[config.mk]
export PLATFORM = sky130hd
export DESIGN_NAME = regfile_dump_ctrl
export DESIGN_NICKNAME = d
export VERILOG_FILES = /design/src/rtl/regfile_dump_pkg.sv /design/src/rtl/regfile_dump_csum.sv /design/src/rtl/regfile_dump_ctrl.sv
export SDC_FILE = /design/constraint.sdc
export NUM_CORES = 1
export LEC_CHECK = 0
export BUFFER_PORTS_ARGS = -buffer_cell sky130_fd_sc_hd__buf_2
export CAP_MARGIN = 10
export CORE_UTILIZATION = 49
export DETAILED_ROUTE_END_ITERATION = 12
export PLACE_DENSITY = 0.89
export SYNTH_ARGS = -nofsm -noshare
export SYNTH_HDL_FRONTEND = slang
export SYNTH_SLANG_ARGS = --single-unit
[constraint.sdc]
create_clock -name clk -period 4.7 [get_ports clk]
set_input_delay 0.47 -clock clk [delete_from_list [all_inputs] [get_ports clk]]
set_output_delay 0.47 -clock clk [all_outputs]
set_load 0.02 [all_outputs]
[src/rtl/regfile_dump_pkg.sv]
// -----------------------------------------------------------------------------
// regfile_dump_pkg
// Shared types and constants for the register-file dump controller.
//   dump_state_t : controller FSM state encoding
//   RF_DATA_W    : register / stream word width
//   RF_ADDR_W    : register address width
//   RF_DEPTH     : number of registers in the file
// The CSUM state is only reachable when REGFILE_DUMP_CHECKSUM_EN is defined.
// -----------------------------------------------------------------------------
package regfile_dump_pkg;

  localparam int RF_DATA_W = 16;
  localparam int RF_ADDR_W = 4;
  localparam int RF_DEPTH  = 16;

  typedef enum logic [2:0] {
    ST_IDLE   = 3'd0,
    ST_FETCH  = 3'd1,
    ST_SEND_A = 3'd2,
    ST_SEND_B = 3'd3,
    ST_CSUM   = 3'd4,
    ST_DONE   = 3'd5
  } dump_state_t;

endpackage

[src/rtl/regfile_dump_csum.sv]
// -----------------------------------------------------------------------------
// regfile_dump_csum
// XOR accumulator over the words emitted by a dump.
// Ports:
//   clk     in  clock, rising edge
//   rst_n   in  asynchronous active-low reset, clears the sum
//   clr_i   in  clear the sum (takes priority over en_i)
//   en_i    in  XOR data_i into the sum
//   data_i  in  DATA_W word to accumulate
//   sum_o   out DATA_W running XOR
// Only instantiated when REGFILE_DUMP_CHECKSUM_EN is defined.
// -----------------------------------------------------------------------------
module regfile_dump_csum
  import regfile_dump_pkg::*;
#(
  parameter int DATA_W = RF_DATA_W
) (
  input  logic              clk,
  input  logic              rst_n,
  input  logic              clr_i,
  input  logic              en_i,
  input  logic [DATA_W-1:0] data_i,
  output logic [DATA_W-1:0] sum_o
);

  logic [DATA_W-1:0] sum_q;
  logic [DATA_W-1:0] sum_d;

  always_comb begin
    sum_d = sum_q;
    if (clr_i) begin
      sum_d = '0;
    end else if (en_i) begin
      sum_d = sum_q ^ data_i;
    end
  end

  always_ff @(posedge clk or negedge rst_n) begin
    if (!rst_n) begin
      sum_q <= '0;
    end else begin
      sum_q <= sum_d;
    end
  end

  assign sum_o = sum_q;

endmodule

[src/rtl/regfile_dump_ctrl.sv]
// -----------------------------------------------------------------------------
// regfile_dump_ctrl
// Read-side master for the register file. A start pulse walks a wrap-around
// address range, reading two registers per FETCH through the file's two
// combinational read ports, and streams them one word per valid/ready
// handshake.
// Ports:
//   clk, reset            clock / asynchronous active-low reset
//   start                 request, sampled in IDLE only
//   first_addr, last_addr inclusive wrap-around range, sampled with start
//   busy, done            status: busy while not IDLE, done one-cycle pulse
//   rf_read, rf_read1/2   register file read enable and port addresses
//   rf_value1/2           register file read data
//   out_data/valid/ready  output stream
//   out_last              marks the final word of the dump
// Configuration:
//   REGFILE_DUMP_CHECKSUM_EN  when defined, an XOR of all emitted words is
//                             appended as an extra final word (CSUM state).
// -----------------------------------------------------------------------------
module regfile_dump_ctrl
  import regfile_dump_pkg::*;
#(
  parameter int DATA_W = RF_DATA_W,
  parameter int ADDR_W = RF_ADDR_W
) (
  input  logic              clk,
  input  logic              reset,
  input  logic              start,
  input  logic [ADDR_W-1:0] first_addr,
  input  logic [ADDR_W-1:0] last_addr,
  output logic              busy,
  output logic              done,
  output logic              rf_read,
  output logic [ADDR_W-1:0] rf_read1,
  output logic [ADDR_W-1:0] rf_read2,
  input  logic [DATA_W-1:0] rf_value1,
  input  logic [DATA_W-1:0] rf_value2,
  output logic [DATA_W-1:0] out_data,
  output logic              out_valid,
  input  logic              out_ready,
  output logic              out_last
);

  // One extra bit so a full range (2^ADDR_W words) is representable.
  localparam int CNT_W = ADDR_W + 1;

`ifdef REGFILE_DUMP_CHECKSUM_EN
  localparam dump_state_t END_STATE = ST_CSUM;
`else
  localparam dump_state_t END_STATE = ST_DONE;
`endif

  dump_state_t       state_q, state_d;
  logic [ADDR_W-1:0] ptr_q, ptr_d;
  logic [CNT_W-1:0]  remaining_q, remaining_d;
  logic [DATA_W-1:0] buf_a_q, buf_a_d;
  logic [DATA_W-1:0] buf_b_q, buf_b_d;

  // Modular distance between the range ends; +1 gives the word count 1..2^ADDR_W.
  logic [ADDR_W-1:0] span;
  assign span = last_addr - first_addr;

`ifdef REGFILE_DUMP_CHECKSUM_EN
  logic              csum_clr;
  logic              csum_en;
  logic [DATA_W-1:0] csum_value;

  regfile_dump_csum #(
    .DATA_W (DATA_W)
  ) u_csum (
    .clk    (clk),
    .rst_n  (reset),
    .clr_i  (csum_clr),
    .en_i   (csum_en),
    .data_i (out_data),
    .sum_o  (csum_value)
  );
`endif

  // Next-state and output logic. Every output is a function of registered
  // state only, so out_valid never depends combinationally on out_ready and
  // out_data/out_last stay put while a word is stalled.
  always_comb begin
    state_d     = state_q;
    ptr_d       = ptr_q;
    remaining_d = remaining_q;
    buf_a_d     = buf_a_q;
    buf_b_d     = buf_b_q;
    busy        = (state_q != ST_IDLE);
    done        = 1'b0;
    rf_read     = 1'b0;
    rf_read1    = '0;
    rf_read2    = '0;
    out_valid   = 1'b0;
    out_data    = '0;
    out_last    = 1'b0;
`ifdef REGFILE_DUMP_CHECKSUM_EN
    csum_clr    = 1'b0;
    csum_en     = 1'b0;
`endif

    case (state_q)
      ST_IDLE: begin
        if (start) begin
          ptr_d       = first_addr;
          remaining_d = {1'b0, span} + CNT_W'(1);
          state_d     = ST_FETCH;
`ifdef REGFILE_DUMP_CHECKSUM_EN
          csum_clr    = 1'b1;
`endif
        end
      end

      ST_FETCH: begin
        // Both ports read in the same cycle; on an odd final pair port 2's
        // word lands in buf_b but is never emitted.
        rf_read  = 1'b1;
        rf_read1 = ptr_q;
        rf_read2 = ptr_q + ADDR_W'(1);
        buf_a_d  = rf_value1;
        buf_b_d  = rf_value2;
        state_d  = ST_SEND_A;
      end

      ST_SEND_A: begin
        out_valid = 1'b1;
        out_data  = buf_a_q;
`ifndef REGFILE_DUMP_CHECKSUM_EN
        out_last  = (remaining_q == CNT_W'(1));
`endif
        if (out_ready) begin
`ifdef REGFILE_DUMP_CHECKSUM_EN
          csum_en = 1'b1;
`endif
          state_d = (remaining_q == CNT_W'(1)) ? END_STATE : ST_SEND_B;
        end
      end

      ST_SEND_B: begin
        out_valid = 1'b1;
        out_data  = buf_b_q;
`ifndef REGFILE_DUMP_CHECKSUM_EN
        out_last  = (remaining_q == CNT_W'(2));
`endif
        if (out_ready) begin
`ifdef REGFILE_DUMP_CHECKSUM_EN
          csum_en     = 1'b1;
`endif
          ptr_d       = ptr_q + ADDR_W'(2);
          remaining_d = remaining_q - CNT_W'(2);
          state_d     = (remaining_q == CNT_W'(2)) ? END_STATE : ST_FETCH;
        end
      end

`ifdef REGFILE_DUMP_CHECKSUM_EN
      ST_CSUM: begin
        out_valid = 1'b1;
        out_data  = csum_value;
        out_last  = 1'b1;
        if (out_ready) begin
          state_d = ST_DONE;
        end
      end
`endif

      ST_DONE: begin
        done    = 1'b1;
        state_d = ST_IDLE;
      end

      default: begin
        state_d = ST_IDLE;
      end
    endcase
  end

  always_ff @(posedge clk or negedge reset) begin
    if (!reset) begin
      state_q     <= ST_IDLE;
      ptr_q       <= '0;
      remaining_q <= '0;
      buf_a_q     <= '0;
      buf_b_q     <= '0;
    end else begin
      state_q     <= state_d;
      ptr_q       <= ptr_d;
      remaining_q <= remaining_d;
      buf_a_q     <= buf_a_d;
      buf_b_q     <= buf_b_d;
    end
  end

endmodule

### Word level (Yosys, flattened, before mapping)

Index checks and enable logic that the tools add are counted.

| storage, ports and cells | value |
|---|---|
| register bits | 44 |
| input port bits | 44 |
| output and inout port bits | 29 |
| logic and storage cells | 44 |

| operators by class | value |
|---|---|
| $add $sub $neg | 5 |
| eq/ne operators | 9 |
| muxes and demuxes | 19 |
| reductions and logical operators | 6 |

Operators by type and width:

| cell | number |
|---|---|
| 16-bit case mux with 2 select lines | 1 |
| 4-bit 2-to-1 mux | 4 |
| 3-bit 2-to-1 mux | 5 |
| 3-bit case mux with 4 select lines | 1 |
| 5-bit 2-to-1 mux | 2 |
| 5-bit case mux with 2 select lines | 1 |
| 4-bit case mux with 2 select lines | 1 |
| 3-bit by 2-bit == test with 1-bit output, second input constant | 2 |
| 2-bit != test, second input constant | 3 |
| 3-bit AND reduction | 2 |
| 4-bit by 1-bit adder with 5-bit output, second input constant | 1 |
| 5-bit by 1-bit == test with 1-bit output, second input constant | 1 |
| 5-bit by 2-bit == test with 1-bit output, second input constant | 1 |
| 5-bit by 2-bit subtractor with 5-bit output, second input constant | 1 |
| 4-bit by 1-bit adder with 4-bit output, second input constant | 1 |
| 4-bit by 2-bit adder with 4-bit output, second input constant | 1 |
| 4-bit subtractor | 1 |
| 3-bit by 1-bit == test with 1-bit output, second input constant | 1 |
| 3-bit == test, second input constant | 1 |
| 3-bit zero test | 1 |
| 1-bit 2-to-1 mux | 3 |
| 3-bit nonzero test | 1 |
| 1-bit case mux with 2 select lines | 1 |
| 2-bit nonzero test | 1 |
| 2-bit OR reduction | 1 |

### Longest topological paths before layout

| logic depth | value |
|---|---|
| word-level depth | 4 |
| depth in mapped cells | 9 |
| gate-level depth less buffers | 8 |

### Least setup slack after synthesis

Ideal clock, no wire load.

| timing | value |
|---|---|
| kind | input to register |
| from | in last_addr[0] |
| to | reg remaining_q[3] |
| library setup time | 0.104 ns |
| data arrival time | 1.909 ns |
| required time | 4.596 ns |
| setup slack | 2.688 ns |
| stages on the path | 8 |
| path buffers | 0 |
| cells stage by stage | inv_1 -> ha_1 -> inv_1 -> fa_1 -> xor2_1 -> and3_1 -> xnor3_1 -> a221oi_1 |

| between the ends | value |
|---|---|
| cells in the longest elaborated chain, start to end | 4 |

Ends and longest elaborated chain:

| what | RTL line | RTL |
|---|---|---|
| start: declaration | regfile_dump_ctrl.sv:30 | `input logic [ADDR_W-1:0] last_addr,` |
| 4-bit subtractor | regfile_dump_ctrl.sv:61 | `assign span = last_addr - first_addr;` |
| 4-bit by 1-bit adder with 5-bit output | regfile_dump_ctrl.sv:106 | `remaining_d = {1'b0, span} + CNT_W'(1);` |
| 5-bit 2-to-1 mux | regfile_dump_ctrl.sv:104 | `if (start) begin` |
| 5-bit case mux with 2 select lines | regfile_dump_ctrl.sv:102 | `case (state_q)` |
| end signal: assignment | regfile_dump_ctrl.sv:187 | `remaining_q <= remaining_d;` |
| end: declaration | regfile_dump_ctrl.sv:55 | `logic [CNT_W-1:0] remaining_q, remaining_d;` |

No other way between the ends. The select of a mux whose other input is x is not followed.
A chain may end at the register's enable or synchronous reset.

### Final worst setup path

| timing | value |
|---|---|
| from | reg state_q[0] |
| to | out rf_read1[1] |

| between the ends | value |
|---|---|
| cells in the longest elaborated chain, start to end | 2 |

Ends and longest elaborated chain:

| what | RTL line | RTL |
|---|---|---|
| start: declaration | regfile_dump_ctrl.sv:53 | `dump_state_t state_q, state_d;` |
| start signal: assignment | regfile_dump_ctrl.sv:185 | `state_q <= state_d;` |
| 3-bit by 1-bit == test with 1-bit output | regfile_dump_ctrl.sv:102 |  |
| 4-bit 2-to-1 mux | regfile_dump_ctrl.sv:102 |  |
| end: declaration | regfile_dump_ctrl.sv:34 | `output logic [ADDR_W-1:0] rf_read1,` |

No other way between the ends.

==> metrics.yaml <==
grt_use_met1_pct: 25.6
tns_ps: 0
wirelength_mm: 4.98
ir_drop_v: 0.000296
yosysTopAreaCell: "dfrtp_1"
drcViolationCount: 0
fillCellCount: 376
final.setup_skew_ps: 9.42
ys_warn_count: 0
async_reset_ff_share_pct: 100
clk_path_buf_depth: 2
powerDensity_mw_per_mm2: 697
hold_path.class: "in2async"
drt_iter0_drc: 95
cts.reportedPaths.clkPinSlew_ps: 80
area_delta_synth_final_pct: 20.9
synth_seq_cells: 44
fin_crit_ps: 3260
multi_input_area_mm2: 0.00116
core_area_mm2: 0.00472
portBuffers: 72
cp-start-kind: "flip-flop"
setup_violations: 0
synth_flop_cell: "dfrtp_1"
rows: 25
h-tree-depth: 2
synth_edf_count: 0
grt_usage_pct: 20.3
post-place-cells: 412
fmax_mhz: 306
antenna_cells: 0
synth_seq_area_share_pct: 45.9
vias_per_cell: 5.01
numCtsBuffers: 5
layout_common_cells: "nand2_1, buf_2, dfrtp_1"
relSlewSlack_pct: 22.9
grt_pass1_wl_mm: 8.24
instances_no_fill: 419
antenna_found_initial: 0
nets: 404
synth_cells: 287
p_leak_nw: 1.62
cts_hold_buf: 0
ff_latch_area_mm2: 0.00110
die_w_um: 71.9
post_cts_buffers: 0
syn_area_mm2: 0.00240
grt.met2_usage_pct: 34.8
worst-path-max-fanout: 26
start_util_pct: 50.8
post-route-period-util_pct: 69.4
cts_tree: "built"
antenna_left: 0
wl_per_cell_um: 11.9
place_hpwl_mm: 3.64
vias: 2099
setup.worst_path.class: "reg2out"
netlist.area_leader.share_pct: 45.9
die_area_mm2: 0.00518
worstPathRequired_ps: 4230
grt_pass1_vias: 1927
cp-end-kind: "output pin"
detail_route.first_pass.iterations: 4
worst_pin_slew_ps: 1160
status: "completed"
final_common_cell: "nand2_1"
grt_max_degree: 45
grt-ovfl-total: 0
die_h_um: 71.9
cts_resized: 0
finalHoldViolations: 0
insertion_delay_ps: 300
synth_area_per_cell_um2: 8.35
use_met3_pct: 3.75
root_buffer: "clkbuf_8"
synth.distinct_cells: 34
busiest_layer: "met2"
drive_gt1_share_pct: 23.6
maxCapViolations: 0
rsz0062_at_grt: "no"
gp_congestion: 0.819
cts.sinks: 44
yosys-top-cells-area: "dfrtp_1, nand2_1, mux2i_1"
pin_count: 73
slew_violations: 0
syn_nets: 339
crit_arrival_ps: 2790
stage by stage:
step	cell area (um^2)	utilization, %	power (mW)	hold slack, ps	setup WS (ps)
after floorplan	2400	-	1.44	174	2690
after detailed placement	2770	58.6	1.70	462	1750
after global routing	2900	61.4	2.19	355	1150
final	2900	61.4	2.02	305	1440
after global placement	2770	58.6	1.66	457	1850
after CTS	2900	61.4	2.03	341	1420
layout make-up:
type,instances,share of cell area [%]
clock buffers,5,2.37
clock inverters,2,2.07
inverters,13,1.68
multi-input cells,214,40.1
flip-flops and latches,44,38.0
well taps,67,2.89
repair buffers,74,12.9
cell families after synthesis:
| group | share of synthesized area, % |
|---|---|
| AO/OA/AOI/OAI | 6.37 |
| adder cells (fa/ha/maj) | 4.49 |
| AND/OR/NAND/NOR | 27.8 |
| XOR/XNOR | 3.13 |
| multiplexers | 6.68 |
| buffers and inverters | 5.64 |
| flip-flops | 45.9 |
where the power goes:
group / switching (mW) / internal (mW) / total (mW) / leakage (nW)
registers: 0.162 / 0.560 / 0.722 / 0.539
logic: 0.594 / 0.372 / 0.967 / 1.02
clock network: 0.122 / 0.209 / 0.331 / 0.0642
total: 0.878 / 1.14 / 2.02 / 1.62
synthesized netlist by cell type (2+ instances only):
cell and count:
a21oi_1 10, and2_1 6, buf_2 3, buf_6 3, clkbuf_1 10, dfrtp_1 44
ha_1 7, inv_1 13, mux2i_1 16, nand2_1 109, nand2b_1 3, nand3_1 3
nand3b_1 4, nor2_1 24, o211ai_1 2, o21ai_0 8, xnor2_1 3, xor2_1 3
sequential cells by signal (all words and copies together) (netlist names):
| signal | cells |
|---|---|
| remaining_q | 5 |
| state_q | 3 |
| ptr_q | 4 |
| buf_b_q | 16 |
| buf_a_q | 16 |
final timing paths:
path / start / to / slack, ps / depth (start not counted)
hold / removal: reset / buf_b_q[7] / 310 / 1
hold reg to reg: buf_b_q[12] / buf_b_q[12] / 480 / 2
min in group clk: rf_value1[10] / buf_a_q[10] / 360 / 3
max in group asynchronous: reset / buf_a_q[3] / 3810 / 1
setup reg to reg: state_q[0] / buf_b_q[8] / 2310 / 6
setup / recovery: state_q[0] / rf_read1[1] / 1440 / 6
critical path, stage by stage (launching register included):
cell	delay (ps)
dfrtp_1	1110
nand2b_1	190
nand2b_1	220
inv_1	310
buf_4	330
and2_1	160
buf_2	160
metal layers:
| layer | share of wire [%] | vias to the layer above |
|---|---|---|
| met5 | 0 | - |
| met4 | 1.4 | 0 |
| met3 | 3.8 | 7 |
| met2 | 49 | 66 |
| met1 | 45 | 981 |
| li1 | - | 1045 |
Power figures use the tool's default switching activity.
